## config.mk

```make
export PLATFORM = sky130hd
export DESIGN_NAME = instr_fetch_unit
export DESIGN_NICKNAME = d
export VERILOG_FILES = /design/src/rtl/rv_fetch_pkg.sv /design/src/rtl/fetch_fifo.sv /design/src/rtl/instr_fetch_unit.sv
export SDC_FILE = /design/constraint.sdc
export NUM_CORES = 1
export LEC_CHECK = 0
export CORE_ASPECT_RATIO = 0.5
export CORE_MARGIN = 2
export CORE_UTILIZATION = 55
export DETAILED_ROUTE_END_ITERATION = 8
export PLACE_DENSITY = 0.94
export SLEW_MARGIN = 20
export SYNTH_ARGS = -nofsm -noshare
export SYNTH_HDL_FRONTEND = slang
export SYNTH_SLANG_ARGS = --single-unit
```

## constraint.sdc

```tcl
create_clock -name clk -period 3.7 [get_ports clk]
set_input_delay 0.925 -clock clk [delete_from_list [all_inputs] [get_ports clk]]
set_output_delay 0.925 -clock clk [all_outputs]
set_load 0.03 [all_outputs]
```

## src/rtl/rv_fetch_pkg.sv

```systemverilog
// Shared fetch-stage definitions: default widths, reset PC, NOP encoding and
// the buffered {pc, instr} entry plus the buffer fill-state encoding.
package rv_fetch_pkg;

  localparam int unsigned XLEN = 32;
  localparam logic [XLEN-1:0] RESET_PC = 32'h0000_0000;
  localparam logic [XLEN-1:0] NOP = 32'h0000_0013;

  typedef struct packed {
    logic [XLEN-1:0] pc;
    logic [XLEN-1:0] instr;
  } fetch_entry_t;

  // Buffer occupancy as seen by the fetch control: EMPTY, PARTIAL or FULL.
  typedef enum logic [1:0] {
    FILL_EMPTY   = 2'd0,
    FILL_PARTIAL = 2'd1,
    FILL_FULL    = 2'd2
  } fill_state_e;

endpackage

```

## src/rtl/fetch_fifo.sv

```systemverilog
// Synchronous FIFO with flush; read data is the head entry, combinationally.
module fetch_fifo #(
  parameter int unsigned DEPTH = 2,
  parameter int unsigned W     = 64,
  localparam int unsigned AW   = $clog2(DEPTH),
  localparam int unsigned CW   = $clog2(DEPTH) + 1
) (
  input  logic          clk,
  input  logic          rst_n,
  input  logic          push,
  input  logic          pop,
  input  logic          flush,
  input  logic [W-1:0]  wdata,
  output logic [W-1:0]  rdata,
  output logic [CW-1:0] count,
  output logic          full,
  output logic          empty
);

  logic [W-1:0]  mem [DEPTH];
  logic [AW-1:0] rd_ptr;
  logic [AW-1:0] wr_ptr;
  logic          pop_ok;
  logic          push_ok;

  assign empty   = (count == '0);
  assign full    = (count == CW'(DEPTH));
  assign pop_ok  = pop & ~empty & ~flush;
  // A full buffer still accepts a write when the head leaves in the same cycle.
  assign push_ok = push & ~flush & (~full | pop_ok);
  assign rdata   = mem[rd_ptr];

  always_ff @(posedge clk or negedge rst_n) begin
    if (!rst_n) begin
      rd_ptr <= '0;
      wr_ptr <= '0;
      count  <= '0;
      for (int i = 0; i < int'(DEPTH); i++) mem[i] <= '0;
    end else if (flush) begin
      rd_ptr <= '0;
      wr_ptr <= '0;
      count  <= '0;
    end else begin
      if (push_ok) begin
        mem[wr_ptr] <= wdata;
        wr_ptr      <= wr_ptr + AW'(1);
      end
      if (pop_ok) rd_ptr <= rd_ptr + AW'(1);
      count <= count + CW'(push_ok) - CW'(pop_ok);
    end
  end

endmodule

```

## src/rtl/instr_fetch_unit.sv

```systemverilog
// Fetch stage: owns the PC, captures the memory word each push and presents
// buffered {pc, instr} pairs to decode; redirects flush and reload the PC.
module instr_fetch_unit
  import rv_fetch_pkg::*;
#(
  parameter logic [31:0]  RESET_PC = rv_fetch_pkg::RESET_PC,
  parameter int unsigned  DEPTH    = 2,
  parameter int unsigned  XLEN     = rv_fetch_pkg::XLEN
) (
  input  logic            clk,
  input  logic            rst_n,
  input  logic            fetch_en,
  output logic [XLEN-1:0] Address,
  input  logic [XLEN-1:0] Instruction,
  input  logic            redirect,
  input  logic [XLEN-1:0] redirect_pc,
  output logic            if_valid,
  input  logic            if_ready,
  output logic [XLEN-1:0] if_pc,
  output logic [XLEN-1:0] if_instr
);

  localparam int unsigned CW = $clog2(DEPTH) + 1;

  // Decode handshake: an entry transfers on a rising edge where if_valid and
  // if_ready are both high and redirect is low; if_* are stable while
  // if_valid is high and if_ready is low.

  logic [XLEN-1:0]   fetch_pc;
  logic [2*XLEN-1:0] head;
  logic [CW-1:0]     count;
  logic              full;
  logic              empty;
  logic              pop;
  logic              push;
  fill_state_e       fill_state;

  always_comb begin
    fill_state = FILL_PARTIAL;
    if (empty)                     fill_state = FILL_EMPTY;
    else if (count == CW'(DEPTH))  fill_state = FILL_FULL;
  end

  assign if_valid = (fill_state != FILL_EMPTY);
  assign pop      = if_valid & if_ready;
  assign push     = fetch_en & ~redirect & (~full | pop);
  assign Address  = fetch_pc;
  assign if_pc    = head[2*XLEN-1:XLEN];
  assign if_instr = head[XLEN-1:0];

  always_ff @(posedge clk or negedge rst_n) begin
    if (!rst_n)        fetch_pc <= XLEN'(RESET_PC);
    else if (redirect) fetch_pc <= {redirect_pc[XLEN-1:2], 2'b00};
    else if (push)     fetch_pc <= fetch_pc + XLEN'(4);
  end

  fetch_fifo #(
    .DEPTH (DEPTH),
    .W     (2 * XLEN)
  ) u_fifo (
    .clk   (clk),
    .rst_n (rst_n),
    .push  (push),
    .pop   (pop),
    .flush (redirect),
    .wdata ({fetch_pc, Instruction}),
    .rdata (head),
    .count (count),
    .full  (full),
    .empty (empty)
  );

endmodule

```

## Word level (Yosys, flattened, before mapping)

Cells that the tools add are included.

- Multipliers: 0
- Bitwise logic cells: 14
- Divide/modulo/power cells: 0
- Eq/ne operators: 1
- Multiplexer cells: 15
- Shift-type cells: 0
- Magnitude comparators: 3
- Add/subtract/negate cells: 5
- Reduce and logical (&&, ||, !) cells: 7

Operators with widths:

| operator | count |
|---|---|
| 64-bit 2-to-1 mux | 4 |
| 128-bit bitwise mux | 1 |
| 64-bit demux with 1-bit select | 1 |
| 32-bit 2-to-1 mux | 2 |
| 32-bit by 3-bit adder with 32-bit output, second input constant | 1 |
| 2-bit nonzero test | 4 |
| 1-bit AND | 7 |
| 2-bit 2-to-1 mux | 3 |
| 2-bit greater-or-equal comparator, second input constant | 2 |
| 1-bit 2-to-1 mux | 4 |
| 1-bit NOT with 2-bit output | 2 |
| 1-bit NOT | 3 |
| 1-bit adder, second input constant | 2 |
| 2-bit by 1-bit adder with 2-bit output | 1 |
| 2-bit equality test, second input constant | 1 |
| 2-bit zero test | 1 |
| 2-bit by 1-bit < comparator with 1-bit output, second input constant | 1 |
| 1-bit bitwise OR | 2 |
| 2-bit AND reduction | 1 |
| 2-bit by 1-bit subtractor with 2-bit output | 1 |
| 1-bit logical AND | 1 |

- Memory bits (writable): 0
- Memories kept: 0
- ROM bits: 0
- Logic and storage cells: 51
- Output and inout port bits: 97
- Bits of input ports: 69
- Latch bits: 0
- Bits in registers: 164

## Logic depth before layout (Yosys ltp)

- Depth in word-level cells: 12
- Depth in mapped cells: 9

## Modules after synthesis

A second synthesis with hierarchy kept.

- Cells, all modules: 601
- Area, all modules: 7941.4 um^2

By module, submodules not included:

| module | area each (um^2) | times used | cells each |
|---|---|---|---|
| fetch_fifo | 5984.5 | 1 | 366 |
| instr_fetch_unit | 1956.9 | 1 | 235 |

## Worst setup path before layout

OpenSTA, ideal clock, no wires.

- Path kind: input to register
- Start: input port redirect
- End: register u_fifo.count[0]
- Required time: 3.569 ns
- Slack: 1.175 ns
- Arrival: 2.394 ns
- Library setup time: 0.131 ns
- Buffers on the path: 3
- Cell stages on the path: 8
- Cells stage by stage: buf_2 -> clkbuf_1 -> buf_1 -> nor2_1 -> ha_1 -> inv_1 -> ha_1 -> nor2b_1

- Longest elaborated chain between the ends: 8
- Elaborated cells between the ends (all ways): 10

RTL lines:

| item | RTL line | source |
|---|---|---|
| from (decl) | instr_fetch_unit.sv:15 | `input logic redirect,` |
| 1-bit NOT (no source line) | n/a |  |
| 1-bit AND (2 in series) | instr_fetch_unit.sv:46 | `assign push = fetch_en & ~redirect & (~full \| pop);` |
| 1-bit AND (2 in series) | fetch_fifo.sv:30 | `assign push_ok = push & ~flush & (~full \| pop_ok);` |
| 2-bit by 1-bit adder with 2-bit output | fetch_fifo.sv:49 | `count <= count + CW'(push_ok) - CW'(pop_ok);` |
| 2-bit by 1-bit subtractor with 2-bit output | fetch_fifo.sv:49 |  |
| 2-bit 2-to-1 mux (*) | fetch_fifo.sv:39 | `end else if (flush) begin` |
| to (signal assigned) | fetch_fifo.sv:49 |  |
| to (decl) | fetch_fifo.sv:15 | `output logic [CW-1:0] count,` |

Every way passes the cells marked *; elsewhere a longest branch is shown, timed or not.
A chain may end at the register's enable or synchronous reset.

## Worst setup path in the final report

- Start: register u_fifo.rd_ptr
- End: output port if_pc[31]

- Longest elaborated chain between the ends: 4

RTL lines:

| item | RTL line | source |
|---|---|---|
| from (decl) | fetch_fifo.sv:21 | `logic [AW-1:0] rd_ptr;` |
| from (signal assigned) | fetch_fifo.sv:48 | `if (pop_ok) rd_ptr <= rd_ptr + AW'(1);` |
| 1-bit NOT with 2-bit output (implied by the code) | fetch_fifo.sv:31 | `assign rdata = mem[rd_ptr];` |
| 64-bit 2-to-1 mux (implied by the code) (3 in series) | fetch_fifo.sv:31 |  |
| to (decl) | instr_fetch_unit.sv:19 | `output logic [XLEN-1:0] if_pc,` |

Every way passes these cells. The select of a mux whose other input is x is not followed.

==> reports/metrics.yaml <==
worstPathRequired_ns: 2.77
clk_latency_ns: 0.42
placed_area_mm2: 0.00922
setup_tns_ns: 0
area_growth_syn_to_layout_pct: 31.2
dieHeight_um: 86.6
dr.pass1.iters: 5
clock-sinks: 158
cts_tree: "done"
cp-start-kind: "flop"
max_cap_violations: 0
numCtsBuffers: 17
arrival_ns: 2.32
cts_hold_buf: 0
port_buffers: 159
yosys-top-cells-count: "mux2_2 (183), dfrtp_1 (158), nand2_1 (27)"
p_per_area_mw_per_mm2: 706
whs_ns: 0.499
endpoint_kind: "output port"
max_slew_margin: 0.401
drive_gt1_frac: 0.321
post_drt_wl_per_cell_um: 20.4
synth_edf_count: 0
dpl_worst_slack_ns: 0.623
hold_path_class: "flop to flop"
wl_mm: 18.8
root_buffer: "clkbuf_16"
viasPerCell: 5.95
yosysTopAreaCell: "dfrtp_1"
rows: 30
start_util: 0.559
skew_ns: 0.00861
cts_buffer_depth: 2
cts.clk_slew.worst_paths_ns: 0.06
yosysMostFrequentCell: "mux2_2"
hpwl_mm: 12.2
async_flop_share: 1.00
met2_usage: 0.475
finalPower_mw: 6.96
synth_top_cell_area_share: 0.526
gr-usage-all-layers: 0.268
critical_path_class: "flop to output port"
post_cts_buffers: 0
drc_errors: 0
ctsHtreeMaxLevel: 4
ys_types: 51
outcome: "finished, final reports clean"
setup_slack_ns: 0.450
io_pins: 166
grt_max_degree: 92
synth_area_leaders: "dfrtp_1 (53%), mux2_2 (27%), nand2_1 (1.3%)"
worst_pin_slew_ns: 0.898
syn_inst: 579
avgSynthCellArea_um2: 13.0
core_area_mm2: 0.0134
p_leak_nw: 4.02
nNetsFinal: 804
num_antenna_cells: 0
path_max_fanout: 39
grt-ovfl-total: 0
synth-seq-area-share: 0.526
grt_pass1_wl_mm: 30.5
die_w_um: 169
final.period_utilization: 0.878
via_count: 5478
setup_viol: 0
fillers: 829
antenna_found_initial: 0
busiest_layer: "met2"
ir_drop_mv: 0.390
synth_area_mm2: 0.00751
layout_min_cycle_time_ns: 3.25
finalHoldViolCount: 0
fmax_mhz: 308
grt_pass1_vias: 5794
die_area_mm2: 0.0147
final_area_mm2: 0.00986
rsz0062_at_grt: "no"
yosysWarnings: 0
finalMaxSlewViolations: 0
grt_use_met1: 0.319
grt_use_met3: 0.0635
ant_nets: 0
ys_seq_elements: 158
cts_resized: 0
drt-initial-drc-count: 441
synthFlopType: "dfrtp_1"
gp_congestion: 0.822
==> power by group <==
group	leakage (nW)	switching (mW)	total [mW]	internal, mW
clock	0.310	0.707	1.89	1.18
combinational	1.84	1.22	2.48	1.25
sequential	1.86	0.333	2.59	2.26
==> cell type report <==
type / instances / area [um^2] / share of cell area
clock buffer: 22 / 474 / 0.0481
clock inverter: 10 / 160 / 0.0162
inverter: 5 / 18.8 / 0.00190
multi-input combinational: 379 / 3310 / 0.336
sequential: 158 / 3960 / 0.401
tap: 176 / 220 / 0.0223
timing repair buffer: 171 / 1720 / 0.175
==> stage by stage <==
stage / instances / utilization
after global placement: 889 / 0.686
after detailed placement: 889 / 0.686
after floorplan: 582 / -
final: 921 / 0.734
after CTS: 921 / 0.734
after global routing: 921 / 0.734
==> cell usage in the layout (no fill, tap or decap), types with 9 or more instances in the layout <==
master | synthesis | routed
mux2_2 | 183 | 183
clkdlybuf4s50_1 | 0 | 158
dfrtp_1 | 158 | 157
nand2_1 | 27 | 26
nor2_1 | 20 | 20
clkbuf_16 | 0 | 17
nand3_1 | 16 | 16
o21ai_0 | 15 | 15
a31oi_1 | 13 | 13
or4_1 | 12 | 12
xor2_1 | 10 | 10
o31ai_1 | 10 | 10
nand4_1 | 10 | 10
buf_4 | 11 | 9
==> per-layer routing <==
layer	wire length, um	part of all wire
met5	0	0
met4	659	0.035
met3	1140	0.061
met2	9510	0.51
met1	7510	0.40
==> critical path: stages, from the launching register on <==
cell and delay (ns):
dfrtp_2 0.37, buf_4 0.46, mux2_2 0.42, clkdlybuf4s50_1 0.62
==> cells by family (layout without fill, tap and decap cells) <==
logic type | after synthesis | after routing | share of synthesized area
muxes | 187 | 187 | 0.281
DFF | 158 | 158 | 0.526
and+or+nand+nor | 124 | 124 | 0.0959
AOI/OAI and AO/OA | 47 | 47 | 0.0403
buffers and inverters | 45 | 208 | 0.0351
xor gates and xnor gates | 14 | 14 | 0.0163
adders and majority gates | 3 | 3 | 0.00500
other | 1 | 4 | 0.000499
==> state kept, by name, indices dropped and copies added (netlist names) <==
register / count
u_fifo.count: 2
Address: 30
u_fifo.mem: 124
u_fifo.wr_ptr: 1
u_fifo.rd_ptr: 1
==> path summary, 6_finish.rpt <==
path,start,endpoint,slack [ns],depth (start not counted)
worst max-delay path,u_fifo.rd_ptr,if_pc[31],0.45,3
worst min-delay path,u_fifo.mem[73],u_fifo.mem[73],0.50,1
worst max register to register,Address[2],Address[16],1.52,5
worst min register to register,u_fifo.mem[73],u_fifo.mem[73],0.50,1
max in group asynchronous,rst_n,u_fifo.mem[42],2.31,2
min in group asynchronous,rst_n,u_fifo.mem[53],0.56,1
Power figures use the tool's default switching activity.
